**src/rtl/ram_march_bist_if.sv**
```systemverilog
// Port bundle between the March C- BIST engine and its surroundings:
// the test request/status handshake plus the single-port RAM bus it drives.
interface ram_march_bist_if #(
    parameter int DW = 32,
    parameter int AW = 6
);
    logic          start;
    logic          busy;
    logic          done;
    logic          fail;
    logic [AW-1:0] fail_addr;
    logic [2:0]    fail_elem;
    logic          mem_we;
    logic [AW-1:0] mem_addr;
    logic [DW-1:0] mem_din;
    logic [DW-1:0] mem_dout;

    // The BIST engine: takes the test request and RAM read data, drives status and the RAM port.
    modport master (
        input  start, mem_dout,
        output busy, done, fail, fail_addr, fail_elem, mem_we, mem_addr, mem_din
    );

    // Test controller / RAM side.
    modport slave (
        output start, mem_dout,
        input  busy, done, fail, fail_addr, fail_elem, mem_we, mem_addr, mem_din
    );
endinterface

```
**src/rtl/ram_march_bist.sv**
```systemverilog
// March C- built-in self-test for a single-port synchronous RAM with registered dout.
// Reports pass/fail plus the first failing address and march element (1..5).
module ram_march_bist #(
    parameter int DW = 32,
    parameter int AW = 6
) (
    input logic              clk,
    input logic              rst,
    ram_march_bist_if.master bus
);
    typedef enum logic [2:0] {
        IDLE,
        WRITE,
        READ,
        RW_WRITE,
        FINAL_CHK
    } state_t;

    localparam logic [AW-1:0] LAST = {AW{1'b1}};

    state_t        state;
    logic [2:0]    elem;
    logic [AW-1:0] addr;
    logic          we;
    logic [DW-1:0] din;
    logic          busy;
    logic          done;
    logic          fail;
    logic [AW-1:0] fail_addr;
    logic [2:0]    fail_elem;

    // Read-compare pipeline: carries the expected background and (A,e) into the dout cycle.
    logic          chk_valid;
    logic          chk_bit;
    logic [AW-1:0] chk_addr;
    logic [2:0]    chk_elem;
    logic          mismatch;

    function automatic logic is_desc(input logic [2:0] e);
        return (e == 3'd3) || (e == 3'd4);
    endfunction

    function automatic logic [AW-1:0] first_addr(input logic [2:0] e);
        return is_desc(e) ? LAST : '0;
    endfunction

    function automatic logic [AW-1:0] last_addr(input logic [2:0] e);
        return is_desc(e) ? '0 : LAST;
    endfunction

    // Odd elements read P0 and write P1; even elements the reverse.
    assign mismatch = chk_valid && (bus.mem_dout != {DW{chk_bit}});

    // NOTE: every state register uses non-blocking assignment so all of them
    // update together from the values sampled at the same edge.
    always_ff @(posedge clk) begin
        if (rst) begin
            state     <= IDLE;
            elem      <= '0;
            addr      <= '0;
            we        <= 1'b0;
            din       <= '0;
            busy      <= 1'b0;
            done      <= 1'b0;
            fail      <= 1'b0;
            fail_addr <= '0;
            fail_elem <= '0;
            chk_valid <= 1'b0;
            chk_bit   <= 1'b0;
            chk_addr  <= '0;
            chk_elem  <= '0;
        end else begin
            chk_valid <= 1'b0;

            if (mismatch && !fail) begin
                fail      <= 1'b1;
                fail_addr <= chk_addr;
                fail_elem <= chk_elem;
            end

            case (state)
                IDLE: begin
                    if (bus.start) begin
                        state     <= WRITE;
                        elem      <= 3'd0;
                        addr      <= '0;
                        we        <= 1'b1;
                        din       <= '0;
                        busy      <= 1'b1;
                        done      <= 1'b0;
                        fail      <= 1'b0;
                        fail_addr <= '0;
                        fail_elem <= '0;
                    end
                end

                WRITE: begin
                    if (addr == LAST) begin
                        state <= READ;
                        elem  <= 3'd1;
                        addr  <= first_addr(3'd1);
                        we    <= 1'b0;
                    end else begin
                        addr <= addr + 1'b1;
                    end
                end

                READ: begin
                    chk_valid <= 1'b1;
                    chk_bit   <= ~elem[0];
                    chk_addr  <= addr;
                    chk_elem  <= elem;
                    if (elem == 3'd5) begin
                        if (addr == LAST) begin
                            state <= FINAL_CHK;
                        end else begin
                            addr <= addr + 1'b1;
                        end
                    end else begin
                        // Write back to the same address while its read is being compared.
                        state <= RW_WRITE;
                        we    <= 1'b1;
                        din   <= {DW{elem[0]}};
                    end
                end

                RW_WRITE: begin
                    state <= READ;
                    we    <= 1'b0;
                    if (addr == last_addr(elem)) begin
                        elem <= elem + 3'd1;
                        addr <= first_addr(elem + 3'd1);
                    end else if (is_desc(elem)) begin
                        addr <= addr - 1'b1;
                    end else begin
                        addr <= addr + 1'b1;
                    end
                end

                FINAL_CHK: begin
                    state <= IDLE;
                    busy  <= 1'b0;
                    done  <= 1'b1;
                end

                default: state <= IDLE;
            endcase
        end
    end

    assign bus.busy      = busy;
    assign bus.done      = done;
    assign bus.fail      = fail;
    assign bus.fail_addr = fail_addr;
    assign bus.fail_elem = fail_elem;
    assign bus.mem_we    = we;
    assign bus.mem_addr  = addr;
    assign bus.mem_din   = din;
endmodule

```
**src/flat_wrapper.sv**
```systemverilog
// flat-port wrapper written by rule: the top's interface ports become plain ports
module ram_march_bist_flat 
#(
    parameter int DW = 32,
    parameter int AW = 6
)
  (clk, rst, bus_start, bus_mem_dout, bus_busy, bus_done, bus_fail, bus_fail_addr, bus_fail_elem, bus_mem_we, bus_mem_addr, bus_mem_din);
  ram_march_bist_if #(.DW(DW), .AW(AW)) bus_i ();
  input logic clk;
  input logic rst;
  input wire logic [$bits(bus_i.start)-1:0] bus_start;
  input wire logic [$bits(bus_i.mem_dout)-1:0] bus_mem_dout;
  output wire logic [$bits(bus_i.busy)-1:0] bus_busy;
  output wire logic [$bits(bus_i.done)-1:0] bus_done;
  output wire logic [$bits(bus_i.fail)-1:0] bus_fail;
  output wire logic [$bits(bus_i.fail_addr)-1:0] bus_fail_addr;
  output wire logic [$bits(bus_i.fail_elem)-1:0] bus_fail_elem;
  output wire logic [$bits(bus_i.mem_we)-1:0] bus_mem_we;
  output wire logic [$bits(bus_i.mem_addr)-1:0] bus_mem_addr;
  output wire logic [$bits(bus_i.mem_din)-1:0] bus_mem_din;
  assign bus_i.start = bus_start;
  assign bus_i.mem_dout = bus_mem_dout;
  assign bus_busy = bus_i.busy;
  assign bus_done = bus_i.done;
  assign bus_fail = bus_i.fail;
  assign bus_fail_addr = bus_i.fail_addr;
  assign bus_fail_elem = bus_i.fail_elem;
  assign bus_mem_we = bus_i.mem_we;
  assign bus_mem_addr = bus_i.mem_addr;
  assign bus_mem_din = bus_i.mem_din;
  ram_march_bist #(.DW(DW), .AW(AW)) u_core (.clk(clk), .rst(rst), .bus(bus_i));
endmodule
```
**config.mk**
```make
export PLATFORM = sky130hd
export DESIGN_NAME = ram_march_bist_flat
export DESIGN_NICKNAME = d
export VERILOG_FILES = /design/src/rtl/ram_march_bist_if.sv /design/src/rtl/ram_march_bist.sv /design/src/flat_wrapper.sv
export SDC_FILE = /design/constraint.sdc
export NUM_CORES = 1
export LEC_CHECK = 0
export BUFFER_PORTS_ARGS = -buffer_cell sky130_fd_sc_hd__buf_4
export CAP_MARGIN = 15
export CORE_ASPECT_RATIO = 2
export CORE_MARGIN = 5
export CORE_UTILIZATION = 38
export DETAILED_ROUTE_END_ITERATION = 16
export GPL_TIMING_DRIVEN = 0
export PLACE_DENSITY = 0.71
export RECOVER_POWER = 100
export REMOVE_ABC_BUFFERS = 1
export SETUP_SLACK_MARGIN = 0.2
export SKIP_LAST_GASP = 1
export SYNTH_ARGS = -nofsm -noshare
export SYNTH_HDL_FRONTEND = slang
export SYNTH_SLANG_ARGS = --single-unit
```
**constraint.sdc**
```tcl
create_clock -name clk -period 7.65 [get_ports clk]
set_input_delay 1.1475 -clock clk [delete_from_list [all_inputs] [get_ports clk]]
set_output_delay 1.1475 -clock clk [all_outputs]
set_load 0.02 [all_outputs]
```
==> results of run 1 <==
metal layers:
| layer | vias up | wire length [um] | track usage [%] |
|---|---|---|---|
| li1 | 1213 | - | - |
| met1 | 1093 | 2400 | 14.7 |
| met2 | 64 | 3770 | 29.7 |
| met3 | 19 | 310 | 1.77 |
| met4 | 0 | 291 | 11.0 |
| met5 | - | 0 | 0 |
final timing paths:
kind / start / end / cells after the start
setup / recovery: u_core.elem[0]$_SDFFE_PP0P_ / u_core.elem[0]$_SDFFE_PP0P_ / 8
hold / removal: u_core.bus.fail_addr[5]$_SDFF_PP0_ / u_core.bus.fail_addr[5]$_SDFF_PP0_ / 2
setup reg to reg: u_core.elem[0]$_SDFFE_PP0P_ / u_core.elem[0]$_SDFFE_PP0P_ / 8
hold reg to reg: u_core.bus.fail_addr[5]$_SDFF_PP0_ / u_core.bus.fail_addr[5]$_SDFF_PP0_ / 2
synth_stat cells, types with 2 or more instances:
library cell               instances  share of area [%]
sky130_fd_sc_hd__buf_2             2               0.39
sky130_fd_sc_hd__a221oi_1          3                1.0
sky130_fd_sc_hd__o21ai_0           8                1.6
sky130_fd_sc_hd__nor3_1           17                3.3
sky130_fd_sc_hd__xnor2_1           6                2.0
sky130_fd_sc_hd__nand2b_1          2               0.49
sky130_fd_sc_hd__nand4_1           4               0.97
sky130_fd_sc_hd__and3_1            2               0.49
sky130_fd_sc_hd__a21o_1            4                1.2
sky130_fd_sc_hd__clkbuf_1          7                1.0
sky130_fd_sc_hd__o41a_1            2               0.87
sky130_fd_sc_hd__ha_1              8                3.9
sky130_fd_sc_hd__a31oi_1           5                1.2
sky130_fd_sc_hd__buf_4            32                9.3
sky130_fd_sc_hd__and2_1            3               0.73
sky130_fd_sc_hd__nor4_4            2                1.7
sky130_fd_sc_hd__nor4_1            4               0.97
sky130_fd_sc_hd__nand3_1          13                2.5
sky130_fd_sc_hd__a21oi_1          24                4.7
sky130_fd_sc_hd__a211oi_1          6                1.7
sky130_fd_sc_hd__nor2b_1           2               0.49
sky130_fd_sc_hd__inv_1            12                1.7
sky130_fd_sc_hd__nor3b_1           2               0.58
sky130_fd_sc_hd__a22oi_1           2               0.58
sky130_fd_sc_hd__nand3b_1          2               0.58
sky130_fd_sc_hd__mux2i_1          16                6.2
sky130_fd_sc_hd__nor2_1           17                2.5
sky130_fd_sc_hd__buf_6             6                2.6
sky130_fd_sc_hd__dfxtp_1          37                 29
sky130_fd_sc_hd__o21a_1            2               0.58
sky130_fd_sc_hd__nand2_1          49                7.1
power groups by stage:
stage               registers, mW  clock network, mW  logic (mW)
floorplan                   0.208                  0      0.0305
global placement            0.208                  0      0.0607
detailed placement          0.208                  0      0.0621
CTS                         0.204              0.201      0.0623
global route                0.204              0.209      0.0668
finish                      0.204              0.197      0.0605
metrics by stage:
| step | util, % | power [mW] |
|---|---|---|
| 2_1_floorplan | - | 0.239 |
| 3_3_place_gp | 44.8 | 0.268 |
| 3_5_place_dp | 44.9 | 0.270 |
| 4_1_cts | 47.1 | 0.467 |
| 5_1_grt | 44.0 | 0.480 |
| 6_report | 44.0 | 0.461 |
worst max-delay path: cells and delay by family, from the launching register on:
kind / cells / cell delay (ps)
multiplexers: 2 / 720
adder cells (fa/ha/maj): 2 / 690
AND/OR/NAND/NOR: 1 / 680
AO/OA/AOI/OAI: 2 / 660
flip-flops: 1 / 510
buffers and inverters: 1 / 120
placed cells by master (no fill, tap or decap), types with 6 or more instances in the layout:
cell	Yosys	layout
sky130_fd_sc_hd__a211oi_1	6	6
sky130_fd_sc_hd__a21oi_1	24	24
sky130_fd_sc_hd__buf_4	32	33
sky130_fd_sc_hd__clkbuf_1	7	54
sky130_fd_sc_hd__dfxtp_1	37	37
sky130_fd_sc_hd__ha_1	8	8
sky130_fd_sc_hd__inv_1	12	12
sky130_fd_sc_hd__mux2i_1	16	16
sky130_fd_sc_hd__nand2_1	49	49
sky130_fd_sc_hd__nand3_1	13	13
sky130_fd_sc_hd__nor2_1	17	17
sky130_fd_sc_hd__nor3_1	17	17
sky130_fd_sc_hd__o21ai_0	8	9
sky130_fd_sc_hd__xnor2_1	6	6
logic make-up after synthesis:
logic type | Yosys count | share of synthesized area (%)
flip-flops | 37 | 28.8
AO/OA/AOI/OAI | 70 | 18.1
adder cells (fa/ha/maj) | 8 | 3.89
XOR/XNOR | 6 | 2.04
AND/OR/NAND/NOR | 124 | 23.9
buffers and inverters | 63 | 16.2
multiplexers | 18 | 7.09
flip-flops by register name, summed over array words and instances, names as in the netlist:
register,count
u_core.bus.mem_we,1
u_core.state,3
u_core.elem,3
u_core.bus.fail,1
u_core.bus.done,1
u_core.chk_bit,1
u_core.bus.fail_elem,3
u_core.bus.mem_addr,6
u_core.chk_addr,6
u_core.bus.busy,1
u_core.chk_elem,3
u_core.bus.fail_addr,6
u_core.chk_valid,1
u_core.bus.mem_din,1
layout make-up:
class | instances | area (um^2)
repair buffers | 87 | 454
fillers | 744 | 3710
inverters | 14 | 60.1
clock buffers | 7 | 143
well taps | 88 | 110
flip-flops and latches | 37 | 741
multi-input cells | 226 | 1400
==> run_results.csv, run 1 <==
group,metric,value,unit
cts,holdBufCountCts,0,
cts,numCtsBuffers,5,
sta,unrepaired_setup_endpoints_after_global_routing,"false",
worst_setup_path,path_common_cell,"sky130_fd_sc_hd__ha_1",
floorplan,io_pins,86,
synthesis,ys_types,56,
sta,fin_tns_setup,0,ps
synthesis,synth-seq-area-share,28.8,%
drt,drtPass1Iterations,4,
place,hpwlAfterDp,5390,um
power_and_ir_drop,power.share.combinational,13.1,%
sta,hold_viol_final,0,
power_and_ir_drop,clockPowerShare,42.7,%
sta,max_freq,0.290,GHz
power_and_ir_drop,seq_power_share,44.2,%
place,number_of_port_buffers,85,
cts,cts_htree_levels,2,
synthesis,ys_ff_latch,37,
run_status,status,"finished clean",
floorplan,core_area,0.00662,mm^2
final_layout,post_layout_net_count,414,
final_layout,area.growth.synth_to_final,13.0,%
sta,worst_pin_slew,812,ps
global_route,first_global_vias,2397,
sta,fin_worst_skew,3.20,ps
place,dpl-instance-area,0.00297,mm^2
drt,route.vias.total,2389,
worst_setup_path,type_of_the_setup_path_with_the_least_slack,"register to register",
power_and_ir_drop,ir_drop,0.0767,mV
power_and_ir_drop,power.switching,109,uW
global_route,grt_max_degree,34,
job,max_cap_violations,0,
floorplan,initial_core_util,38.9,%
cts,clockRootBuffer,"sky130_fd_sc_hd__clkbuf_16",
synthesis,post_synth.cell_area_avg,7.90,um^2
place,pre_cts_ws,4580,ps
min_path,worst_hold_path_type,"register to register",
final_layout,post_layout_nonfiller_instances,459,
synthesis,syn-cell-area,0.00258,mm^2
cts,cts_tree,"yes",
place,dp_cells,451,
floorplan,fp.dieH,126,um
sta,final-setup-viol-count,0,
worst_setup_path,required_time_at_the_worst_slack_endpoint,7860,ps
sta,worst_slew_margin_rel,45.8,%
floorplan,std_cell_rows,42,
power_and_ir_drop,switching_part_of_the_total_power,23.7,%
sta,final.min_clock_period,3450,ps
worst_setup_path,setup.worst_path.end_class,"register",
sta,final-max-slew-violation-count,0,
drt,routed_length_per_placed_instance,14.7,um
global_route,grt_antenna_before_repair,0,
drt,drc,0,
synthesis,async_set_reset_flop_share_out_of_synthesis,0,%
global_route,grt.total_usage,15.8,%
cts,cts_setup_buffers,0,
global_route,gr-total-overflow,0,
drt,final_antenna_net_count,0,
worst_setup_path,timing.critical_path.slowest_cell_delay,680,ps
cts,cts_buffer_depth,2,
sta,final_setup_slack_of_the_worst_path,4200,ps
worst_setup_path,setup.reg_to_reg.worst_slack,4200,ps
worst_setup_path,critical_path_top_delay_cell,"sky130_fd_sc_hd__nor4_1",
floorplan,die_w,68.2,um
drt,post_drt_via_cell_ratio,5.20,
drt,drt_first_iter_violations,65,
sta,hold-worst-slack,453,ps
cts,clkSinkCount,37,
synthesis,yosys_warnings,0,
sta,min_period_over_period,45.1,%
final_layout,layout.cell_area.non_filler,0.00291,mm^2
global_route,grt_pass1_wl,10600,um
synthesis,post_synthesis_instance_total,326,
cts,clock_latency_on_the_worst_skew_pair,280,ps
cts,post_cts.resized_instances,0,
power_and_ir_drop,power.leakage,0.999,nW
synthesis,edff_count_synth,0,
cts,cts.clk_slew.worst_paths,50,ps
worst_setup_path,crit_chain,"inv_1 -> ha_1 -> mux2_1 -> ha_1 -> nor4_1 -> o21ai_0 -> a21oi_1 -> mux2i_1",
worst_setup_path,cp-start-kind,"register",
place,gp_congestion,0.953,
worst_setup_path,critPathArrivalTime,3650,ps
final_layout,antenna_cells,0,
drt,detail_route.wirelength,6770,um
power_and_ir_drop,pd_cells,158,mW/mm^2
floorplan,die_outline_area,0.00863,mm^2
power_and_ir_drop,internal_power,352,uW
final_layout,drive_above_1_share,12.4,%
worst_setup_path,critical_path.max_fanout,8,
synthesis,postSynth.topFlopCell,"sky130_fd_sc_hd__dfxtp_1",
No activity file was read; power rests on OpenSTA's default activity.
==> inputs of run 2 (changes only) <==
==> constraint.sdc (replaced) <==
create_clock -name clk -period 3.6 [get_ports clk]
set_input_delay 0.54 -clock clk [delete_from_list [all_inputs] [get_ports clk]]
set_output_delay 0.54 -clock clk [all_outputs]
set_load 0.02 [all_outputs]
==> run 2 against run 1 <==
Net effect: combinational power grew 110%; via count grew 0.38%; largest power group unchanged; sequential power grew 110%; critical path type unchanged; largest cell class unchanged; highest routed layer unchanged; sequential cell count is the same.
==> run_results.csv, run 2 (synthesis gave the netlist of run 1 again) <==
group,metric,value,unit
floorplan,fp.dieH,126,um
final_layout,final_cell_mix,"53 x sky130_fd_sc_hd__clkbuf_1, 49 x sky130_fd_sc_hd__nand2_1, 37 x sky130_fd_sc_hd__dfxtp_1, 35 x sky130_fd_sc_hd__buf_4, 24 x sky130_fd_sc_hd__a21oi_1",
final_layout,area.growth.synth_to_final,13.7,%
sta,hold-worst-slack,453,ps
cts,clkSinkCount,37,
final_layout,drive_above_1_share,12.9,%
drt,route.vias.total,2398,
global_route,grt.total_usage,15.8,%
job,max_cap_violations,0,
worst_setup_path,critical-path-top-delay-family,"multiplexers",
drt,drtPass1Iterations,4,
worst_setup_path,cp-start-kind,"register",
floorplan,initial_core_util,38.9,%
run_status,status,"finished clean",
cts,cts_setup_buffers,0,
min_path,worst_hold_path_type,"register to register",
cts,cts.clk_slew.worst_paths,50,ps
sta,max_freq,0.318,GHz
floorplan,io_pins,86,
worst_setup_path,critical_path.max_fanout,8,
final_layout,layout.cells.most_common,"sky130_fd_sc_hd__clkbuf_1",
floorplan,std_cell_rows,42,
global_route,gr-total-overflow,0,
cts,cts_tree,"yes",
drt,post_drt_via_cell_ratio,5.22,
sta,unrepaired_setup_endpoints_after_global_routing,"false",
power_and_ir_drop,ir_drop,0.162,mV
global_route,grt_max_degree,34,
worst_setup_path,crit_chain,"inv_1 -> ha_1 -> mux2_1 -> ha_1 -> nor4_4 -> or2_0 -> mux2i_1 -> o221ai_1",
cts,cts_buffer_depth,2,
worst_setup_path,critical_path_top_delay_cell,"sky130_fd_sc_hd__mux2_1",
power_and_ir_drop,pd_cells,334,mW/mm^2
cts,cts_htree_levels,2,
sta,final-setup-viol-count,0,
cts,clock_latency_on_the_worst_skew_pair,280,ps
place,hpwlAfterDp,5390,um
cts,holdBufCountCts,0,
cts,post_cts.resized_instances,0,
power_and_ir_drop,power.leakage,1.00,nW
sta,final-max-slew-violation-count,0,
sta,fin_tns_setup,0,ps
drt,drt_first_iter_violations,72,
worst_setup_path,timing.critical_path.slowest_cell_delay,530,ps
worst_setup_path,required_time_at_the_worst_slack_endpoint,3750,ps
cts,clockRootBuffer,"sky130_fd_sc_hd__clkbuf_16",
global_route,first_global_vias,2397,
worst_setup_path,setup.worst_path.end_class,"register",
floorplan,die_w,68.2,um
final_layout,antenna_cells,0,
sta,final.min_clock_period,3140,ps
drt,drc,0,
drt,final_antenna_net_count,0,
place,number_of_port_buffers,85,
sta,worst_pin_slew,813,ps
worst_setup_path,critical_path.n_buffers_inverters,1,
final_layout,finalCoreUtilization,44.2,%
sta,worst_slew_margin_rel,45.7,%
floorplan,core_area,0.00662,mm^2
global_route,grt_antenna_before_repair,0,
drt,detail_route.wirelength,6740,um
place,gp_congestion,0.953,
worst_setup_path,path_common_cell,"sky130_fd_sc_hd__ha_1",
sta,fin_worst_skew,3.29,ps
final_layout,post_layout_net_count,414,
cts,numCtsBuffers,5,
global_route,grt_pass1_wl,10600,um
worst_setup_path,critPathArrivalTime,3290,ps
drt,routed_length_per_placed_instance,14.7,um
sta,min_period_over_period,87.2,%
worst_setup_path,type_of_the_setup_path_with_the_least_slack,"register to register",
floorplan,die_outline_area,0.00863,mm^2
sta,hold_viol_final,0,
run 2: changes by cell type in the layout (fill, tap and decap cells not counted):
cell / delta
sky130_fd_sc_hd__buf_4: +2
sky130_fd_sc_hd__nor4_1: -1
sky130_fd_sc_hd__nor4_4: +1
sky130_fd_sc_hd__clkbuf_1: -1
sky130_fd_sc_hd__clkbuf_4: -1
run 2: where the power goes:
part,switching [mW],internal [mW]
Sequential,0.0157,0.417
Clock,0.146,0.271
Combinational,0.0696,0.0599
Total,0.231,0.748
run 2: final cells by class:
type / count / area, um^2
Clock buffer: 7 / 143
Fill cell: 742 / 3690
Inverter: 14 / 60.1
Multi-Input combinational cell: 226 / 1420
Sequential cell: 37 / 741
Tap cell: 88 / 110
Timing Repair Buffer: 87 / 458
run 2: worst paths after layout:
| path | from | end | slack, ps | depth (start not counted) |
|---|---|---|---|---|
| setup / recovery | u_core.elem[0]$_SDFFE_PP0P_ | u_core.bus.mem_addr[4]$_SDFFE_PP0P_ | 460 | 8 |
| hold / removal | u_core.bus.fail_addr[5]$_SDFF_PP0_ | u_core.bus.fail_addr[5]$_SDFF_PP0_ | 450 | 2 |
| setup reg to reg | u_core.elem[0]$_SDFFE_PP0P_ | u_core.bus.mem_addr[4]$_SDFFE_PP0P_ | 460 | 8 |
| hold reg to reg | u_core.bus.fail_addr[5]$_SDFF_PP0_ | u_core.bus.fail_addr[5]$_SDFF_PP0_ | 450 | 2 |
run 2: per-stage QoR:
step | instances | setup WS (ps) | cell area (um^2) | power (mW)
finish | 459 | 459 | 2930 | 0.980
floorplan | 277 | -1340 | 2220 | 0.508
global placement | 450 | 549 | 2970 | 0.570
global route | 459 | 273 | 2930 | 1.02
CTS | 458 | 516 | 3120 | 0.992
detailed placement | 451 | 526 | 2970 | 0.574
run 2: worst min-delay path: cells and delay by family, from the launching register on:
family	cells	cell delay [ps]
flops	1	310
simple gates	1	50
mux	1	50
run 2: layer usage:
| metal | track usage (%) | vias up | share of wire (%) |
|---|---|---|---|
| li1 | - | 1210 | - |
| met3 | 1.77 | 19 | 4.7 |
| met4 | 11.0 | 0 | 4.3 |
| met5 | 0 | - | 0 |
| met1 | 14.7 | 1098 | 35 |
| met2 | 29.7 | 71 | 56 |
==> inputs of run 3 (changes only) <==
--- a/config.mk
+++ b/config.mk
@@ -9,10 +9,10 @@
 export CAP_MARGIN = 15
 export CORE_ASPECT_RATIO = 2
 export CORE_MARGIN = 5
-export CORE_UTILIZATION = 38
+export CORE_UTILIZATION = 24
 export DETAILED_ROUTE_END_ITERATION = 16
 export GPL_TIMING_DRIVEN = 0
-export PLACE_DENSITY = 0.71
+export PLACE_DENSITY = 0.52
 export RECOVER_POWER = 100
 export REMOVE_ABC_BUFFERS = 1
 export SETUP_SLACK_MARGIN = 0.2
==> run 3 against run 2 <==
Net effect: design area is 3.1% higher; non-clock buffer count stayed put; setup slack worse by 17 ps; register-to-register slack worse by 20 ps; clock-buffer cell count is 2 lower; maximum frequency is 0.53% lower; sequential share of layout area is 0.75 points lower; first-iteration DRC count is 38% higher; power is 8.2% higher; highest routed layer unchanged.
==> run_results.csv, run 3 (synthesis gave the netlist of run 1 again) <==
group,metric,value,unit
place,hpwlAfterDp,5920,um
run_status,status,"finished clean",
sta,fin_worst_skew,7.98,ps
cts,numCtsBuffers,5,
cts,post_cts.resized_instances,0,
worst_setup_path,ff2ff_path_depth,8,
final_layout,final_cell_mix,"52 x sky130_fd_sc_hd__clkbuf_1, 49 x sky130_fd_sc_hd__nand2_1, 37 x sky130_fd_sc_hd__dfxtp_1, 35 x sky130_fd_sc_hd__buf_4, 24 x sky130_fd_sc_hd__a21oi_1",
power_and_ir_drop,clockPowerShare,46.7,%
power_and_ir_drop,power.leakage,1.01,nW
sta,hold-worst-slack,454,ps
global_route,first_global_vias,2451,
power_and_ir_drop,switching_part_of_the_total_power,24.1,%
sta,max_freq,0.317,GHz
final_layout,area.growth.synth_to_final,17.2,%
cts,clockRootBuffer,"sky130_fd_sc_hd__clkbuf_16",
drt,drc,0,
final_layout,antenna_cells,0,
final_layout,layout.cell_area.non_filler,0.00302,mm^2
global_route,grt_antenna_before_repair,0,
min_path,timing.hold.worst_path_depth,2,
final_layout,fillers,1178,
place,dpl-instance-area,0.00303,mm^2
global_route,grt_pass1_wl,12000,um
floorplan,core_area,0.0105,mm^2
sta,final.min_clock_period,3160,ps
drt,final_antenna_net_count,0,
sta,unrepaired_setup_endpoints_after_global_routing,"false",
drt,drtPass1Iterations,5,
worst_setup_path,timing.critical_path.slowest_cell_delay,530,ps
power_and_ir_drop,power.switching,256,uW
job,max_cap_violations,0,
sta,hold_viol_final,0,
power_and_ir_drop,ir_drop,0.208,mV
power_and_ir_drop,power.share.combinational,12.4,%
sta,worst_slew_margin_rel,43.3,%
final_layout,drive_above_1_share,13.4,%
final_layout,post_layout_net_count,414,
global_route,grt.total_usage,11.1,%
min_path,worst_hold_path_type,"register to register",
worst_setup_path,critical_path.max_fanout,8,
drt,route.vias.total,2422,
sta,min_period_over_period,87.7,%
power_and_ir_drop,internal_power,804,uW
power_and_ir_drop,fin_total_pwr,1.06,mW
worst_setup_path,setup.worst_path.end_class,"register",
worst_setup_path,crit_chain,"inv_1 -> ha_1 -> mux2_1 -> ha_1 -> nor4_4 -> o21ai_0 -> a21oi_1 -> mux2i_1",
floorplan,fp.dieH,157,um
final_layout,layout.cells.most_common,"sky130_fd_sc_hd__clkbuf_1",
worst_setup_path,critical_path_top_delay_cell,"sky130_fd_sc_hd__dfxtp_1",
floorplan,die_outline_area,0.0130,mm^2
cts,cts_tree,"yes",
worst_setup_path,required_time_at_the_worst_slack_endpoint,3800,ps
power_and_ir_drop,seq_power_share,40.8,%
cts,holdBufCountCts,0,
drt,post_drt_via_cell_ratio,4.76,
cts,cts_htree_levels,2,
floorplan,die_w,83.3,um
cts,cts_buffer_depth,2,
worst_setup_path,cp_num_cells,8,
worst_setup_path,type_of_the_setup_path_with_the_least_slack,"register to register",
drt,drt_first_iter_violations,99,
worst_setup_path,critPathArrivalTime,3360,ps
floorplan,initial_core_util,24.4,%
drt,detail_route.wirelength,7260,um
sta,worst_pin_slew,849,ps
worst_setup_path,cp-start-kind,"register",
cts,clock_latency_on_the_worst_skew_pair,280,ps
sta,final-max-slew-violation-count,0,
power_and_ir_drop,pd_cells,351,mW/mm^2
cts,clkSinkCount,37,
worst_setup_path,setup.reg_to_reg.worst_slack,440,ps
place,gp_congestion,0.934,
global_route,grt_max_degree,34,
worst_setup_path,critical_path.n_buffers_inverters,1,
drt,routed_length_per_placed_instance,14.3,um
floorplan,std_cell_rows,53,
worst_setup_path,critical-path-top-delay-family,"multiplexers",
sta,final-setup-viol-count,0,
cts,cts.clk_slew.worst_paths,60,ps
worst_setup_path,path_common_cell,"sky130_fd_sc_hd__ha_1",
global_route,gr-total-overflow,0,
place,number_of_port_buffers,85,
floorplan,io_pins,86,
cts,cts_setup_buffers,0,
==> run 3: changes by cell type in the layout (fill, tap and decap cells not counted), sizes merged <==
cell and change:
clkinvlp +1, bufinv +1, clkinv +1, clkbuf -2
==> run 3: final cells by class <==
type	instances	area (um^2)	share of cell area, %
clock inverter	3	46.3	1.53
clock buffer	5	125	4.14
sequential	37	741	24.5
tap	137	171	5.68
timing repair buffer	87	458	15.2
inverter	14	60.1	1.99
multi-input combinational	226	1420	47.0
==> run 3: worst register-to-register path, cell delays in order (launching register included) <==
cell	delay [ps]
sky130_fd_sc_hd__dfxtp_1	530
sky130_fd_sc_hd__inv_1	120
sky130_fd_sc_hd__ha_1	220
sky130_fd_sc_hd__mux2_1	530
sky130_fd_sc_hd__ha_1	500
sky130_fd_sc_hd__nor4_4	400
sky130_fd_sc_hd__o21ai_0	200
sky130_fd_sc_hd__a21oi_1	370
sky130_fd_sc_hd__mux2i_1	220
==> run 3: path summary, 6_finish.rpt <==
path | from | endpoint
setup / recovery | u_core.elem[0]$_SDFFE_PP0P_ | u_core.elem[1]$_SDFFE_PP0P_
hold / removal | u_core.chk_addr[3]$_SDFFE_PP0P_ | u_core.chk_addr[3]$_SDFFE_PP0P_
setup reg to reg | u_core.elem[0]$_SDFFE_PP0P_ | u_core.elem[1]$_SDFFE_PP0P_
hold reg to reg | u_core.chk_addr[3]$_SDFFE_PP0P_ | u_core.chk_addr[3]$_SDFFE_PP0P_
==> run 3: through the flow <==
| step | instances | setup TNS (ps) | setup WS, ps | util, % |
|---|---|---|---|---|
| CTS | 508 | 0 | 456 | 30.4 |
| global route | 509 | 0 | 238 | 28.6 |
| finish | 509 | 0 | 443 | 28.6 |
| floorplan | 277 | -44190 | -1340 | - |
| detailed placement | 500 | 0 | 466 | 28.8 |
| global placement | 499 | 0 | 504 | 28.7 |
==> run 3: per-layer routing <==
layer	GRT usage (%)	vias up	share of wire [%]
met3	1.58	19	4.0
met2	22.1	76	57
met4	6.63	0	4.0
met5	0	-	0
met1	10.5	1114	35
li1	-	1213	-
==> run 3: power by group through the flow <==
stage	registers (mW)	logic (mW)	clock network (mW)
floorplan	0.443	0.0649	0
global placement	0.442	0.134	0
detailed placement	0.442	0.136	0
CTS	0.433	0.136	0.507
global route	0.435	0.146	0.523
finish	0.433	0.132	0.495
